$ cat src/rtl/banked_regfile.sv
// rtl/banked_regfile.sv - mode-aware banked ARM register file with exception entry/return (optional RF_BYPASS_EN)
module banked_regfile #(
  parameter int                DATA_W     = 32,
  parameter int                NUM_RD     = 2,
  parameter logic [DATA_W-1:0] RESET_PC   = '0,
  parameter logic [4:0]        RESET_MODE = 5'b10011
) (
  input  logic                     clk1,
  input  logic                     rst,
  input  logic [4*NUM_RD-1:0]      rd_addr,
  output logic [DATA_W*NUM_RD-1:0] rd_data,
  input  logic                     wr_en,
  input  logic [3:0]               wr_addr,
  input  logic [DATA_W-1:0]        wr_data,
  input  logic                     pc_we,
  input  logic [DATA_W-1:0]        pc_wdata,
  output logic [DATA_W-1:0]        pc,
  input  logic                     cpsr_we,
  input  logic [31:0]              cpsr_wdata,
  input  logic [31:0]              cpsr_mask,
  input  logic                     spsr_we,
  input  logic [31:0]              spsr_wdata,
  output logic [31:0]              cpsr,
  output logic [31:0]              spsr,
  input  logic                     exc_req,
  input  logic [4:0]               exc_mode,
  input  logic [DATA_W-1:0]        exc_vector,
  input  logic [DATA_W-1:0]        exc_ret_addr,
  input  logic                     exc_ret,
  output logic                     busy
);

  typedef enum logic {S_IDLE, S_SWITCH} state_t;

  // Bank id: 0 user set (usr/sys/invalid), 1 fiq, 2 irq, 3 svc, 4 abt, 5 und.
  function automatic logic [2:0] f_bank(input logic [4:0] m);
    case (m)
      5'b10001: return 3'd1;
      5'b10010: return 3'd2;
      5'b10011: return 3'd3;
      5'b10111: return 3'd4;
      5'b11011: return 3'd5;
      default:  return 3'd0;
    endcase
  endfunction

  // Physical layout: 0..14 user r0-r14, 15..21 fiq r8-r14, 22..29 r13/r14 of irq/svc/abt/und.
  // Address 15 is never looked up here; PC lives in its own register.
  function automatic logic [4:0] f_phys(input logic [2:0] b, input logic [3:0] a);
    if (b == 3'd1 && a >= 4'd8)
      return 5'd7 + {1'b0, a};
    else if (b >= 3'd2 && a >= 4'd13)
      return 5'd18 + {1'b0, b, 1'b0} + {1'b0, a} - 5'd13;
    else
      return {1'b0, a};
  endfunction

  state_t            r_state;
  state_t            w_state_nxt;
  logic [DATA_W-1:0] r_gpr [0:29];
  logic [DATA_W-1:0] r_pc;
  logic [31:0]       r_cpsr;
  logic [31:0]       r_spsr [1:5];
  logic [4:0]        r_lmode;
  logic [DATA_W-1:0] r_lvec;

  logic [2:0]        w_cur_bank;
  logic [2:0]        w_exc_bank;
  logic [4:0]        w_wr_idx;
  logic [4:0]        w_exc_lr_idx;
  logic [31:0]       w_cur_spsr;

  assign w_cur_bank   = f_bank(r_cpsr[4:0]);
  assign w_exc_bank   = f_bank(exc_mode);
  assign w_wr_idx     = f_phys(w_cur_bank, wr_addr);
  assign w_exc_lr_idx = f_phys(w_exc_bank, 4'd14);
  assign w_cur_spsr   = (w_cur_bank == 3'd0) ? 32'h0 : r_spsr[w_cur_bank];

  assign pc   = r_pc;
  assign cpsr = r_cpsr;
  assign spsr = w_cur_spsr;
  assign busy = (r_state == S_SWITCH);

  // Exception sequencer state register.
  always_ff @(posedge clk1) begin
    if (rst) r_state <= S_IDLE;
    else     r_state <= w_state_nxt;
  end

  // Exception sequencer next state: IDLE -> SWITCH on a request, SWITCH always lasts one cycle.
  always_comb begin
    w_state_nxt = r_state;
    case (r_state)
      S_IDLE:   if (exc_req) w_state_nxt = S_SWITCH;
      S_SWITCH: w_state_nxt = S_IDLE;
      default:  w_state_nxt = S_IDLE;
    endcase
  end

  // Architectural state update: reset, mode switch, exception save, or normal writes.
  always_ff @(posedge clk1) begin
    if (rst) begin
      for (int i = 0; i < 30; i++) r_gpr[i] <= '0;
      for (int i = 1; i <= 5; i++) r_spsr[i] <= '0;
      r_pc    <= RESET_PC;
      r_cpsr  <= {24'h0, 3'b110, RESET_MODE};
      r_lmode <= '0;
      r_lvec  <= '0;
    end else if (r_state == S_SWITCH) begin
      r_cpsr[4:0] <= r_lmode;
      r_cpsr[7]   <= 1'b1;
      if (f_bank(r_lmode) == 3'd1) r_cpsr[6] <= 1'b1;
      r_cpsr[5]   <= 1'b0;
      r_pc        <= r_lvec;
    end else if (exc_req) begin
      // Entry edge: save state into the target mode; ordinary writes are dropped.
      if (w_exc_bank != 3'd0) r_spsr[w_exc_bank] <= r_cpsr;
      r_gpr[w_exc_lr_idx] <= exc_ret_addr;
      r_lmode             <= exc_mode;
      r_lvec              <= exc_vector;
    end else begin
      // GPR index is resolved with the pre-edge mode even if cpsr_we changes it now.
      if (wr_en && wr_addr != 4'd15) r_gpr[w_wr_idx] <= wr_data;
      if (pc_we)                         r_pc <= pc_wdata;
      else if (wr_en && wr_addr == 4'd15) r_pc <= wr_data;
      if (exc_ret && w_cur_bank != 3'd0) r_cpsr <= w_cur_spsr;
      else if (cpsr_we)                  r_cpsr <= (r_cpsr & ~cpsr_mask) | (cpsr_wdata & cpsr_mask);
      if (spsr_we && w_cur_bank != 3'd0) r_spsr[w_cur_bank] <= spsr_wdata;
    end
  end

  // Combinational read ports through the current mode, with optional same-cycle write forwarding.
  always_comb begin
    rd_data = '0;
    for (int k = 0; k < NUM_RD; k++) begin
      if (rd_addr[4*k +: 4] == 4'd15)
        rd_data[DATA_W*k +: DATA_W] = r_pc;
      else
        rd_data[DATA_W*k +: DATA_W] = r_gpr[f_phys(w_cur_bank, rd_addr[4*k +: 4])];
`ifdef RF_BYPASS_EN
      if (rd_addr[4*k +: 4] == 4'd15) begin
        if (pc_we && !busy) rd_data[DATA_W*k +: DATA_W] = pc_wdata;
      end else if (wr_en && !busy && wr_addr != 4'd15 &&
                   f_phys(w_cur_bank, rd_addr[4*k +: 4]) == w_wr_idx) begin
        rd_data[DATA_W*k +: DATA_W] = wr_data;
      end
`endif
    end
  end

endmodule

$ cat config.mk
export PLATFORM = sky130hd
export DESIGN_NAME = banked_regfile
export DESIGN_NICKNAME = d
export VERILOG_FILES = /design/src/rtl/banked_regfile.sv
export SDC_FILE = /design/constraint.sdc
export NUM_CORES = 2
export LEC_CHECK = 0
export CAP_MARGIN = 5
export CORE_ASPECT_RATIO = 2
export CORE_MARGIN = 3
export CORE_UTILIZATION = 40
export CTS_CLUSTER_DIAMETER = 40
export DETAILED_ROUTE_END_ITERATION = 10
export PLACE_DENSITY = 0.58
export RECOVER_POWER = 50
export SETUP_SLACK_MARGIN = 0.05
export SYNTH_ARGS = -nofsm -noshare
export SYNTH_HDL_FRONTEND = slang
export SYNTH_SLANG_ARGS = --single-unit
$ cat constraint.sdc
create_clock -name clk1 -period 11.3 [get_ports clk1]
set_input_delay 2.26 -clock clk1 [delete_from_list [all_inputs] [get_ports clk1]]
set_output_delay 2.26 -clock clk1 [all_outputs]
set_load 0.02 [all_outputs]
---- Word level (Yosys, flattened, before mapping) ----
Memories as Yosys holds them, arrays and structs flattened.
Cells that the tools add are included.
storage, ports and cells
  input bits .............................. 249
  flip-flop bits (word level) ............. 102
  output and inout port bits .............. 161
  logic and storage cells ................. 149
  memories ................................ 2
  bits in writable memories ............... 1120
memories
  name    words  bits a word  rd ports  clocked after Yosys merged registers in  write ports  line  RTL
  r_gpr   30     32           2         0                                        30           60    logic [DATA_W-1:0] r_gpr [0:29];
  r_spsr  5      32           1         0                                        5            63    logic [31:0] r_spsr [1:5];
cells by class
  add/subtract/negate cells ............... 13
  order comparisons ....................... 8
  mux-type cells .......................... 61
  bitwise logic cells ..................... 6
  reduce and logical (&&, ||, !) cells .... 27
  equal/unequal tests ..................... 24
operator list
  kind                   number
  $mux W32               13
  $reduce_or A32 Y1      4
  $eq A5 B5 Y1 const B   15
  $and A32 B32 Y32       2
  $mux W5                12
  $pmux W3 S5            3
  $not A32 Y32           1
  $or A32 B32 Y32        1
  $mux W1                26
  $ge A4 B4 Y1 const B   6
  $sub A5 B4 Y5 const B  4
  $add A3 B4 Y5 const A  3
  $add A5 B4 Y5          3
  $mux W7                2
  $eq A4 B4 Y1 const B   3
  $mux W3                4
  $reduce_bool A3 Y1     4
  $add A5 B4 Y5 const A  2
  $logic_and A1 B1 Y1    10
  $eq A3 B1 Y1 const B   3
  $reduce_and A2 Y1      4
  $ge A3 B2 Y1 const B   2
  $reduce_and A3 Y1      2
  $add A5 B4 Y5 const B  1
  other kinds (7)        9

---- Logic depth before layout (Yosys ltp) ----
  depth after elaboration ................. 11
  gate-level depth with buffers ........... 20
  depth with buffers taken out ............ 13

---- Least setup slack after synthesis ----
Ideal clock, no wire load.
  path kind ............................... input to output
  start ................................... input rd_addr[5]
  end ..................................... output rd_data[52]
  arrival time ............................ 5245 ps
  path slack .............................. 3795 ps
  required time ........................... 9040 ps
  cell stages on the path ................. 14
  path buffers ............................ 3
  path through ............................ inv_1 ha_1 inv_1 ha_1 fa_1 nor2b_1 a21o_1 buf_4 buf_2 buf_1 a21oi_1 a22oi_1 o22ai_1 nor4_1
on the way
  cells in the longest elaborated chain, start to end .. 7
  elaborated cells on any way between the ends .. 13
  classes of those cells .................. add/sub: 3; order compare: 2; eq/ne: 1; mux: 4; reduce/logical: 2; memory: 1
ends and longest elaborated chain
  what                                                  line    RTL
  start: declaration                                    10      input logic [4*NUM_RD-1:0] rd_addr,
  $add A5 B4 Y5 or $ge A4 B4 Y1 (tied branches)         53, 52
  $sub A5 B4 Y5 or $logic_and A1 B1 Y1 (tied branches)  53, 52
  $mux W5                                               52      else if (b >= 3'd2 && a >= 4'd13)
  $mux W5                                               50      if (b == 3'd1 && a >= 4'd8)
  $mux W5                                               136     if (rd_addr[4*k +: 4] == 4'd15)
  $mem_v2 Z30 W32                                       -
  $mux W32 *                                            136
  end: declaration                                      11      output logic [DATA_W*NUM_RD-1:0] rd_data,
Every way passes the cells marked *; elsewhere a longest branch is shown, timed or not. The select of a mux whose other input is x is not followed.

==> reports/metrics.csv <==
metric,value,unit
Worst Path Buf+Inv,2,
unrepaired setup endpoints after global routing,false,
most frequent cell after synthesis,edfxtp_1,
Reg2Reg Launch Point,busy,
Chip Height,600.7,um
via density per instance,6.282,
first-pass GRT wire length,393600,um
switch share,33.85,%
synthesized cell area,70730,um^2
die width,303.3,um
Design Power,15.45,mW
Slew @ Worst Pin,3.843,ns
Starting Density,40.39,%
fraction of layout cells with a size suffix above 1,9.723,%
antenna violations before repair,23,
"top cells by area, synth","edfxtp_1 (54%), mux2i_1 (7.1%), nor2_1 (6.6%)",
Post-synth top flop,edfxtp_1,
"IR drop worst, VDD",117.5,uV
gp weighted congestion,0.9241,
CTS Buf Count,153,
GR Overflow Total,0,
CTS sink cnt,1368,
Port Buffer Count,409,
Setup CP Type,in2reg,
min cycle time layout,10.90,ns
GRT Resource Usage Total,29.95,%
HPWL after DPL,175700,um
Root Driver,clkbuf_16,
Slew Limit Fails,2441,
cells after synthesis,6428,
Clock transition at path regs,0.06,ns
Core Region,175100,um^2
die area,182200,um^2
"CP delay by family, top",simple AND/OR/NAND/NOR gates,
"EDFF count, synth",1266,
highest clock rate,0.09174,GHz
Max Cap Violations,76,
DRC Markers,0,
part of the power in registers,38.2,%
Reg2Reg Capture Point,r_gpr[1][5],
pre-CTS WS,1.178,ns
Arrival @ worst endpoint,11.08,ns
crit path max fanout,33,
CP Capture Type,flip-flop,
setup_tns,0,ns
Vias,56660,
Worst Clk Skew,0.05178,ns
Syn. warnings,0,
CP Launch Type,primary input,
final worst slack,0.3996,ns
worst skew pair latency,0.83,ns
vias in the first global route,56440,
final cell count without fillers,9019,
drt total wl,279000,um
Synth Register Bits,1368,
DR iter-0 viols,7040,
pin count of the biggest net entering global routing,123,
Final period util,96.46,%
Power Dens Cells,189.0,nW/um^2
ys async rst share,0,%
Crit path largest cell delay,2.70,ns
# Post-CTS Setup Buffers,0,
mean routed wirelength per cell,30.94,um
final setup fails,0,
failing checks,"capacitance limit, slew limit",
I/O pin count,410,
Int Power,10.22,mW
hold_buf cts,0,
length in cells of the worst reg-to-reg path,7,
Clk pwr share,32.4,%
CP Cell Sequence,"dlygate4sd3_1, nor3_1, nand3_1, mux2i_1, nand3_2, clkbuf_1, nand2b_4",
hold path start,r_lvec[11],
CTS tree,yes,
Psw,5.231,mW
LEAKAGE,30.80,nW
DRT Pass-1 Iters,9,
fin util,46.68,%
Area Overhead vs Synth,15.56,%
Antenna Nets Post-Route,0,
Yosys top cell by area,edfxtp_1,
Cell variety after synth,105,
Post-synth top cells,"edfxtp_1 (1,266), nor2_1 (1,242), nand2_1 (833)",
hold path endpoint,r_lvec[11],
Worst slew margin,-156.2,%
Worst Path Required,11.48,ns
final hold violations,0,
Core Rows,217,
logic gate share of total power,29.3,%
status,finished with violations,
post-synthesis sequential area ratio,56.63,%
Fill cells,15970,
CP max stage cell,clkbuf_1,
Clock Tree Buf Depth,4,
placed insts,8748,
hold depth,2,
worst hold path class,reg2reg,
worst setup path startpoint,exc_req,
Post-CTS Resized,0,
Synth top area share,53.75,%
Final nets,6890,
mean post-synth cell area,11.00,um^2
internal reg-to-reg setup slack,0.75,ns
H-tree lvl count,4,
[metal layers]
layer  global-route usage [%]  vias to the layer above  part of all wire, %
li1                         -                    23790                    -
met1                    34.54                    27940                   34
met2                    50.23                     3822                   48
met3                    6.538                     1079                   11
met4                    18.76                       24                  7.8
met5                        0                        -                0.055
[tightest hold or removal path, stage by stage (launching register included)]
cell	delay, ns
dfxtp_1	0.31
nand2_1	0.05
a21oi_1	0.05
[registers in the layout, indices dropped and copies added (netlist names), named ones only]
| register | flops |
|---|---|
| busy | 1 |
| r_lvec | 32 |
| cpsr | 6 |
| r_spsr | 242 |
| pc | 32 |
| r_lmode | 5 |
| r_gpr | 1024 |
[kinds of logic after synthesis]
logic type | after synthesis | synth area share (%)
compound gates | 1188 | 11.31
simple gates | 2436 | 14.22
mux | 671 | 12.34
other cells | 1 | 0.005302
flops | 1368 | 56.63
xor+xnor | 17 | 0.3007
fa+ha+maj | 37 | 0.6864
buf+inv | 710 | 4.509
[stage by stage]
stage | instance area [um^2] | hold slack (ns)
floorplan | 70920 | 0.4363
global placement | 77390 | 0.4427
detailed placement | 77390 | 0.4467
CTS | 82300 | 0.4545
global route | 81730 | 0.4710
finish | 81740 | 0.4546
[cell usage in the layout, fill, tap and decap left out, types with 63 or more instances in the layout]
master / Yosys / layout
edfxtp_1: 1266 / 1266
nor2_1: 1242 / 1233
nand2_1: 833 / 827
mux2i_1: 502 / 492
a21oi_1: 405 / 403
clkdlybuf4s50_1: 0 / 341
a22oi_1: 197 / 197
mux4_2: 159 / 159
clkbuf_16: 0 / 154
inv_1: 114 / 113
dfxtp_1: 102 / 101
buf_4: 32 / 97
a211oi_1: 92 / 92
nand3_1: 106 / 85
o21ai_0: 78 / 78
o22ai_1: 67 / 67
clkbuf_1: 391 / 67
dlygate4sd3_1: 0 / 66
a31oi_1: 63 / 63
[power groups by stage]
stage / logic [mW] / clock network (mW) / registers (mW)
after floorplan: 2.68 / 0 / 5.97
after global placement: 4.46 / 0 / 6.00
after detailed placement: 4.48 / 0 / 6.01
after CTS: 4.50 / 5.05 / 5.90
after global routing: 4.74 / 5.24 / 5.93
final: 4.53 / 5.01 / 5.91
[area by class of cell]
type	instances	area [um^2]	share of cell area [%]
clock buffer	176	3956	4.840
clock inverter	91	955.9	1.169
antenna	4	10.01	0.01225
timing repair buffer	567	5290	6.472
tap	2299	2877	3.519
multi-input combinational	4399	28160	34.45
inverter	115	431.7	0.5281
sequential	1368	40060	49.01
[worst max path at each step]
| stage | end | cells past startpoint | slack, ns |
|---|---|---|---|
| 2_1_floorplan | rd_data[52] | 14 | 3.80 |
| 3_3_place_gp | rd_data[1] | 15 | 1.22 |
| 3_5_place_dp | rd_data[1] | 15 | 1.18 |
| 4_1_cts | rd_data[1] | 15 | 1.16 |
| 5_1_grt | r_gpr[1][22] | 7 | 0.53 |
| 6_report | r_gpr[1][5] | 7 | 0.40 |
Note: power is estimated with default switching activity, not from simulation.
